===== config.mk =====
export PLATFORM = sky130hd
export DESIGN_NAME = bus_xfer_sequencer
export DESIGN_NICKNAME = d
export VERILOG_FILES = /design/src/rtl/bus_xfer_sequencer.sv
export SDC_FILE = /design/constraint.sdc
export NUM_CORES = 1
export LEC_CHECK = 0
export ABC_AREA = 1
export BUFFER_PORTS_ARGS = -buffer_cell sky130_fd_sc_hd__buf_2
export CAP_MARGIN = 5
export CORE_MARGIN = 3
export CORE_UTILIZATION = 55
export CTS_CLUSTER_DIAMETER = 150
export CTS_CLUSTER_SIZE = 12
export DETAILED_ROUTE_END_ITERATION = 6
export PLACE_DENSITY_LB_ADDON = 0.05
export SKIP_LAST_GASP = 1
export SYNTH_ARGS = -nofsm -noshare
export SYNTH_HDL_FRONTEND = slang
export SYNTH_SLANG_ARGS = --single-unit

===== constraint.sdc =====
create_clock -name clk -period 3 [get_ports clk]
set_input_delay 0.6 -clock clk [delete_from_list [all_inputs] [get_ports clk]]
set_output_delay 0.6 -clock clk [all_outputs]
set_load 0.005 [all_outputs]

===== src/rtl/bus_xfer_sequencer.sv =====
// Register-transfer sequencer: queues {src, dst} code pairs and plays each out as a drive phase
// then a latch phase. Defining XFER_STATS_EN adds saturating transfer/error counters.
module bus_xfer_sequencer #(
   parameter int unsigned QDEPTH = 4,
   parameter int unsigned CODEW  = 5
) (
   input  logic                clk,
   input  logic                clr_n,
   input  logic                req_valid,
   input  logic [CODEW-1:0]    req_src,
   input  logic [CODEW-1:0]    req_dst,
   output logic                req_ready,
   output logic [2**CODEW-1:0] out_sel,
   output logic [2**CODEW-1:0] in_en,
   output logic                xfer_done,
   output logic                xfer_err,
`ifdef XFER_STATS_EN
   output logic [15:0]         xfer_count,
   output logic [15:0]         err_count,
`endif
   output logic                busy
);

   localparam int unsigned SELW   = 2**CODEW;
   localparam int unsigned NCODES = 24;
   localparam int unsigned PTRW   = $clog2(QDEPTH);
   localparam int unsigned CNTW   = PTRW + 1;

   typedef enum logic [1:0] {StIdle, StDrive, StLatch} state_t;

   state_t               state_q, state_d;
   logic [2*CODEW-1:0]   mem_q [QDEPTH];
   logic [PTRW-1:0]      wr_ptr_q, rd_ptr_q;
   logic [CNTW-1:0]      count_q, count_d;
   logic [2*CODEW-1:0]   cur_q, cur_d;
   logic [2*CODEW-1:0]   head;
   logic [CODEW-1:0]     head_src;
   logic [CODEW-1:0]     cur_src, cur_dst;
   logic [SELW-1:0]      out_sel_q, out_sel_d;
   logic [SELW-1:0]      in_en_q, in_en_d;
   logic                 done_q, done_d;
   logic                 err_q, err_d;
   logic                 busy_q, busy_d;
   logic                 push, pop, empty, full;

   function automatic logic code_ok(input logic [CODEW-1:0] code);
      return 32'(code) < NCODES;
   endfunction

   function automatic logic [SELW-1:0] onehot(input logic [CODEW-1:0] code);
      logic [SELW-1:0] v;
      v = '0;
      if (code_ok(code)) v[code] = 1'b1;
      return v;
   endfunction

   assign empty     = (count_q == '0);
   assign full      = (count_q == CNTW'(QDEPTH));
   assign req_ready = !full;
   assign push      = req_valid && req_ready;
   assign head      = mem_q[rd_ptr_q];
   assign head_src  = head[2*CODEW-1:CODEW];
   assign cur_src   = cur_q[2*CODEW-1:CODEW];
   assign cur_dst   = cur_q[CODEW-1:0];

   // Request queue; storage is not reset, only the pointers and count are.
   always_ff @(posedge clk) begin
      if (push) mem_q[wr_ptr_q] <= {req_src, req_dst};
   end

   always_comb begin
      count_d = count_q;
      case ({push, pop})
         2'b10:   count_d = count_q + 1'b1;
         2'b01:   count_d = count_q - 1'b1;
         default: count_d = count_q;
      endcase
   end

   always_ff @(posedge clk or negedge clr_n) begin
      if (!clr_n) begin
         wr_ptr_q <= '0;
         rd_ptr_q <= '0;
         count_q  <= '0;
      end else begin
         if (push) wr_ptr_q <= wr_ptr_q + 1'b1;
         if (pop)  rd_ptr_q <= rd_ptr_q + 1'b1;
         count_q <= count_d;
      end
   end

   // Outputs are computed alongside the next state and registered with it.
   always_comb begin
      state_d   = state_q;
      cur_d     = cur_q;
      out_sel_d = out_sel_q;
      in_en_d   = '0;
      done_d    = 1'b0;
      err_d     = 1'b0;
      pop       = 1'b0;
      case (state_q)
         StIdle: begin
            out_sel_d = '0;
            if (!empty) begin
               pop       = 1'b1;
               cur_d     = head;
               out_sel_d = onehot(head_src);
               state_d   = StDrive;
            end
         end
         StDrive: begin
            in_en_d = onehot(cur_dst);
            done_d  = 1'b1;
            err_d   = !code_ok(cur_src) || !code_ok(cur_dst);
            state_d = StLatch;
         end
         StLatch: begin
            if (!empty) begin
               pop       = 1'b1;
               cur_d     = head;
               out_sel_d = onehot(head_src);
               state_d   = StDrive;
            end else begin
               out_sel_d = '0;
               state_d   = StIdle;
            end
         end
         default: begin
            out_sel_d = '0;
            state_d   = StIdle;
         end
      endcase
   end

   assign busy_d = (state_d != StIdle) || (count_d != '0);

   always_ff @(posedge clk or negedge clr_n) begin
      if (!clr_n) begin
         state_q   <= StIdle;
         cur_q     <= '0;
         out_sel_q <= '0;
         in_en_q   <= '0;
         done_q    <= 1'b0;
         err_q     <= 1'b0;
         busy_q    <= 1'b0;
      end else begin
         state_q   <= state_d;
         cur_q     <= cur_d;
         out_sel_q <= out_sel_d;
         in_en_q   <= in_en_d;
         done_q    <= done_d;
         err_q     <= err_d;
         busy_q    <= busy_d;
      end
   end

   assign out_sel   = out_sel_q;
   assign in_en     = in_en_q;
   assign xfer_done = done_q;
   assign xfer_err  = err_q;
   assign busy      = busy_q;

`ifdef XFER_STATS_EN
   logic [15:0] xfer_count_q, err_count_q;

   always_ff @(posedge clk or negedge clr_n) begin
      if (!clr_n) begin
         xfer_count_q <= '0;
         err_count_q  <= '0;
      end else begin
         if (done_q && xfer_count_q != 16'hFFFF) xfer_count_q <= xfer_count_q + 16'd1;
         if (err_q && err_count_q != 16'hFFFF)   err_count_q  <= err_count_q + 16'd1;
      end
   end

   assign xfer_count = xfer_count_q;
   assign err_count  = err_count_q;
`else
   // No statistics state in this build.
`endif

endmodule


==> flow_summary.yaml <==
sta:
  report.final.slew_viol_count: 0
  timing.fmax_ghz: 0.3958
  clock_skew_ns: 0.007352
  rsz0062_at_grt: "false"
  finalSetupViolations: 0
  fin_crit_sh: 0.8423
  worstMarginPinSlew_ns: 0.9874
  min_period_ns: 2.527
  hold_viol_final: 0
  setup_tns_ns: 0
  slew_headroom: 0.3417
  fin_ws_ns: 0.4732
clocking:
  ctsResizeCount: 0
  clkTransAtPathRegs_ns: 0.06
  root_buffer: "clkbuf_8"
  max-clock-path-buffers: 2
  clock-sinks: 122
  clk_latency_ns: 0.51
  postCtsHoldBufs: 0
  numCtsBuffers: 17
  cts_tree: "done"
  cts_setup_buffers: 0
  htreeDepth: 4
global_routing:
  grt_pass1_vias: 3227
  grt_overflow_total: 0
  track_usage: 0.2099
  antenna_found_initial: 0
  grt_pass1_wl_mm: 15.72
  grt_max_degree: 83
worst_setup_path:
  cp-start-kind: "flip-flop"
  crit_arrival_ns: 2.92
  reg2reg_to: "busy"
  timing.reg2reg.setup_slack_ns: 0.47
  crit_path_frequent_cell: "nand2_1"
  critical_path.endpoint_type: "flip-flop"
  critPathTopFamily: "simple AND/OR/NAND/NOR gates"
  path_class: "reg -> reg"
  reg2reg_depth: 10
  crit_cells: 10
  max_stage_delay_ns: 0.49
  r2r-start: "count_q[0]"
  crit_buf_inv: 1
  startpoint: "count_q[0]"
  cpMaxStageDelayCell: "fa_1"
  path_cells: "nor2_1 -> nand2_1 -> nand2_1 -> ha_1 -> inv_1 -> fa_1 -> nand2_1 -> o21ai_0 -> nand4_1 -> or2_2"
  crit_fanout: 8
  cp.required_ns: 3.39
  worstSetupEndpoint: "busy"
synth:
  synth-simple-area-share: 0.1998
  synth_compound_area_frac: 0.03119
  yosys.area.top_type: "dfrtp_1"
  synth_fa_ha_area_frac: 0.01775
  syn_inst: 424
  ys_types: 26
  synth-seq-area-share: 0.6991
  yosys-top-cells-area: "dfrtp_1, edfxtp_1, nand2_1"
  synth_top_family_by_area: "simple AND/OR/NAND/NOR gates"
  synth_top_area_share: 0.4410
  synth_xor_area_frac: 0.007529
  avgSynthCellArea_um2: 10.97
  synth-seq-cells: 122
  yosys_warnings: 0
  syn_area_um2: 4653
  synth.area.mux_share: 0
drt:
  highest-signal-layer: "met4"
  viasPerCell: 4.969
  dr_wl_met2_mm: 4.614
  dr_wl_met3_um: 498
  vias: 3180
  drt_wl_total_mm: 9.391
  first_pass_iters: 4
  drc_errors: 0
  wl_per_cell_um: 14.67
  antenna_left: 0
  drtIter0Drc: 138
  wl_met1_mm: 4.136
floorplanning:
  fp.dieH_um: 97.98
  rows: 32
  initial_core_util: 0.5840
  core_area_um2: 7968
  pin_count: 81
  die_w_um: 97.98
  dieArea_um2: 9600
layout:
  syn_to_final_growth_pct: 24.47
  nNetsFinal: 544
  stdcell_count: 640
  num_antenna_cells: 0
  nFillCells: 571
  drive_above_1_share: 0.2714
place:
  place_inst: 608
  dpl_worst_slack_ns: 0.5431
  gp_congestion: 0.7584
  port-buffer-count: 80
  hpwl_mm: 6.017
pwr:
  power_switching_w: 0.002122
  p_leak_nw: 2.909
  p_int_w: 0.003855
  peakVddDrop_mv: 0.5298
  combPwrFrac: 0.289
  seq_power_share: 0.375
  pwr-share-clk: 0.336
  powerDensity_nw_per_um2: 1032
  swShare: 0.3550
flow_run:
  maxCapViolCount: 0
status:
  run_status: "finished, final reports clean"
worst_hold_path:
  hold_path.class: "in -> async"
worst reg2reg max path, stage by stage (launching register included):
cell	delay (ns)
dfrtp_1	0.41
nor2_1	0.25
nand2_1	0.11
nand2_1	0.25
ha_1	0.23
inv_1	0.08
fa_1	0.49
nand2_1	0.06
o21ai_0	0.12
nand4_1	0.12
or2_2	0.30
power by group through the flow:
stage	logic, W	clock network [W]	registers [W]
floorplan	0.00123	0	0.00223
global placement	0.00164	0	0.00225
detailed placement	0.00170	0	0.00227
CTS	0.00174	0.00203	0.00224
global route	0.00196	0.00213	0.00228
finish	0.00173	0.00201	0.00224
kinds of logic (layout without fill, tap and decap cells):
group	count (synthesis)	in the layout
AND/OR/NAND/NOR	216	216
buffers and inverters	48	155
adder cells (fa/ha/maj)	6	6
other	1	8
flip-flops	122	122
AO/OA/AOI/OAI	27	27
XOR/XNOR	4	4
cell usage after synthesis:
cell type	instances
buf_6	1
nor2_2	5
o22ai_1	5
inv_2	5
nor2_4	5
buf_4	2
fa_1	1
xor2_1	4
a21oi_1	3
buf_2	7
nor2_1	51
a21oi_2	1
or2_2	1
nand4_1	1
clkbuf_1	1
conb_1	1
edfxtp_1	40
nand2_2	10
nand2_1	117
nand3_1	24
or2_1	1
ha_1	5
nand3_2	1
o21ai_0	18
dfrtp_1	82
inv_1	32
how the worst min path moves through the flow:
stage           startpoint           to  depth (start not counted)
2_1_floorplan        clr_n         busy                          0
3_3_place_gp   out_sel[19]  out_sel[19]                          2
3_5_place_dp   out_sel[22]  out_sel[22]                          2
4_1_cts              clr_n    in_en[13]                          1
5_1_grt         req_dst[0]  mem_q[0][0]                          1
6_report             clr_n    in_en[14]                          1
flip-flops by register name, summed over array words and instances, names as in the netlist:
register,cells
state_q,1
in_en,32
busy,1
xfer_err,1
xfer_done,1
mem_q,40
rd_ptr_q,2
out_sel,32
wr_ptr_q,2
cur_q,7
count_q,3
routing by layer:
layer,global-route usage,vias up
met5,0,-
met2,0.3377,93
met1,0.2742,1520
met3,0.06143,20
li1,-,1547
met4,0.07455,0
cell type report:
type                       instances  area [um^2]  share of cell area
clock inverter                    12        135.1             0.02333
timing repair buffer              86        447.9             0.07734
tap                              102        127.6             0.02203
clock buffer                      20        466.7             0.08058
inverter                          37        138.9             0.02398
multi-input combinational        261         1222              0.2111
sequential                       122         3253              0.5617
per-stage QoR:
stage / instance area (um^2) / hold WS, ns / utilization / power [W]
floorplan: 4679 / 0.3044 / - / 0.003464
global placement: 5190 / 0.4585 / 0.6514 / 0.003891
detailed placement: 5190 / 0.4612 / 0.6514 / 0.003965
CTS: 5792 / 0.2914 / 0.7269 / 0.006013
global route: 5792 / 0.2893 / 0.7269 / 0.006362
finish: 5792 / 0.2449 / 0.7269 / 0.005977
cells in the final DEF, fill, tap and decap left out, drive strengths merged:
cell type  instances
buf               86
fa                 1
nor2              61
clkbuf            20
nand4              1
o22ai              5
nand3             25
edfxtp            40
ha                 5
inv               40
nand2            127
clkinv             5
xor2               4
o21ai             18
a21oi              4
or2                2
conb               8
dfrtp             82
clkinvlp           2
bufinv             2
Note: power is estimated with default switching activity, not from simulation.
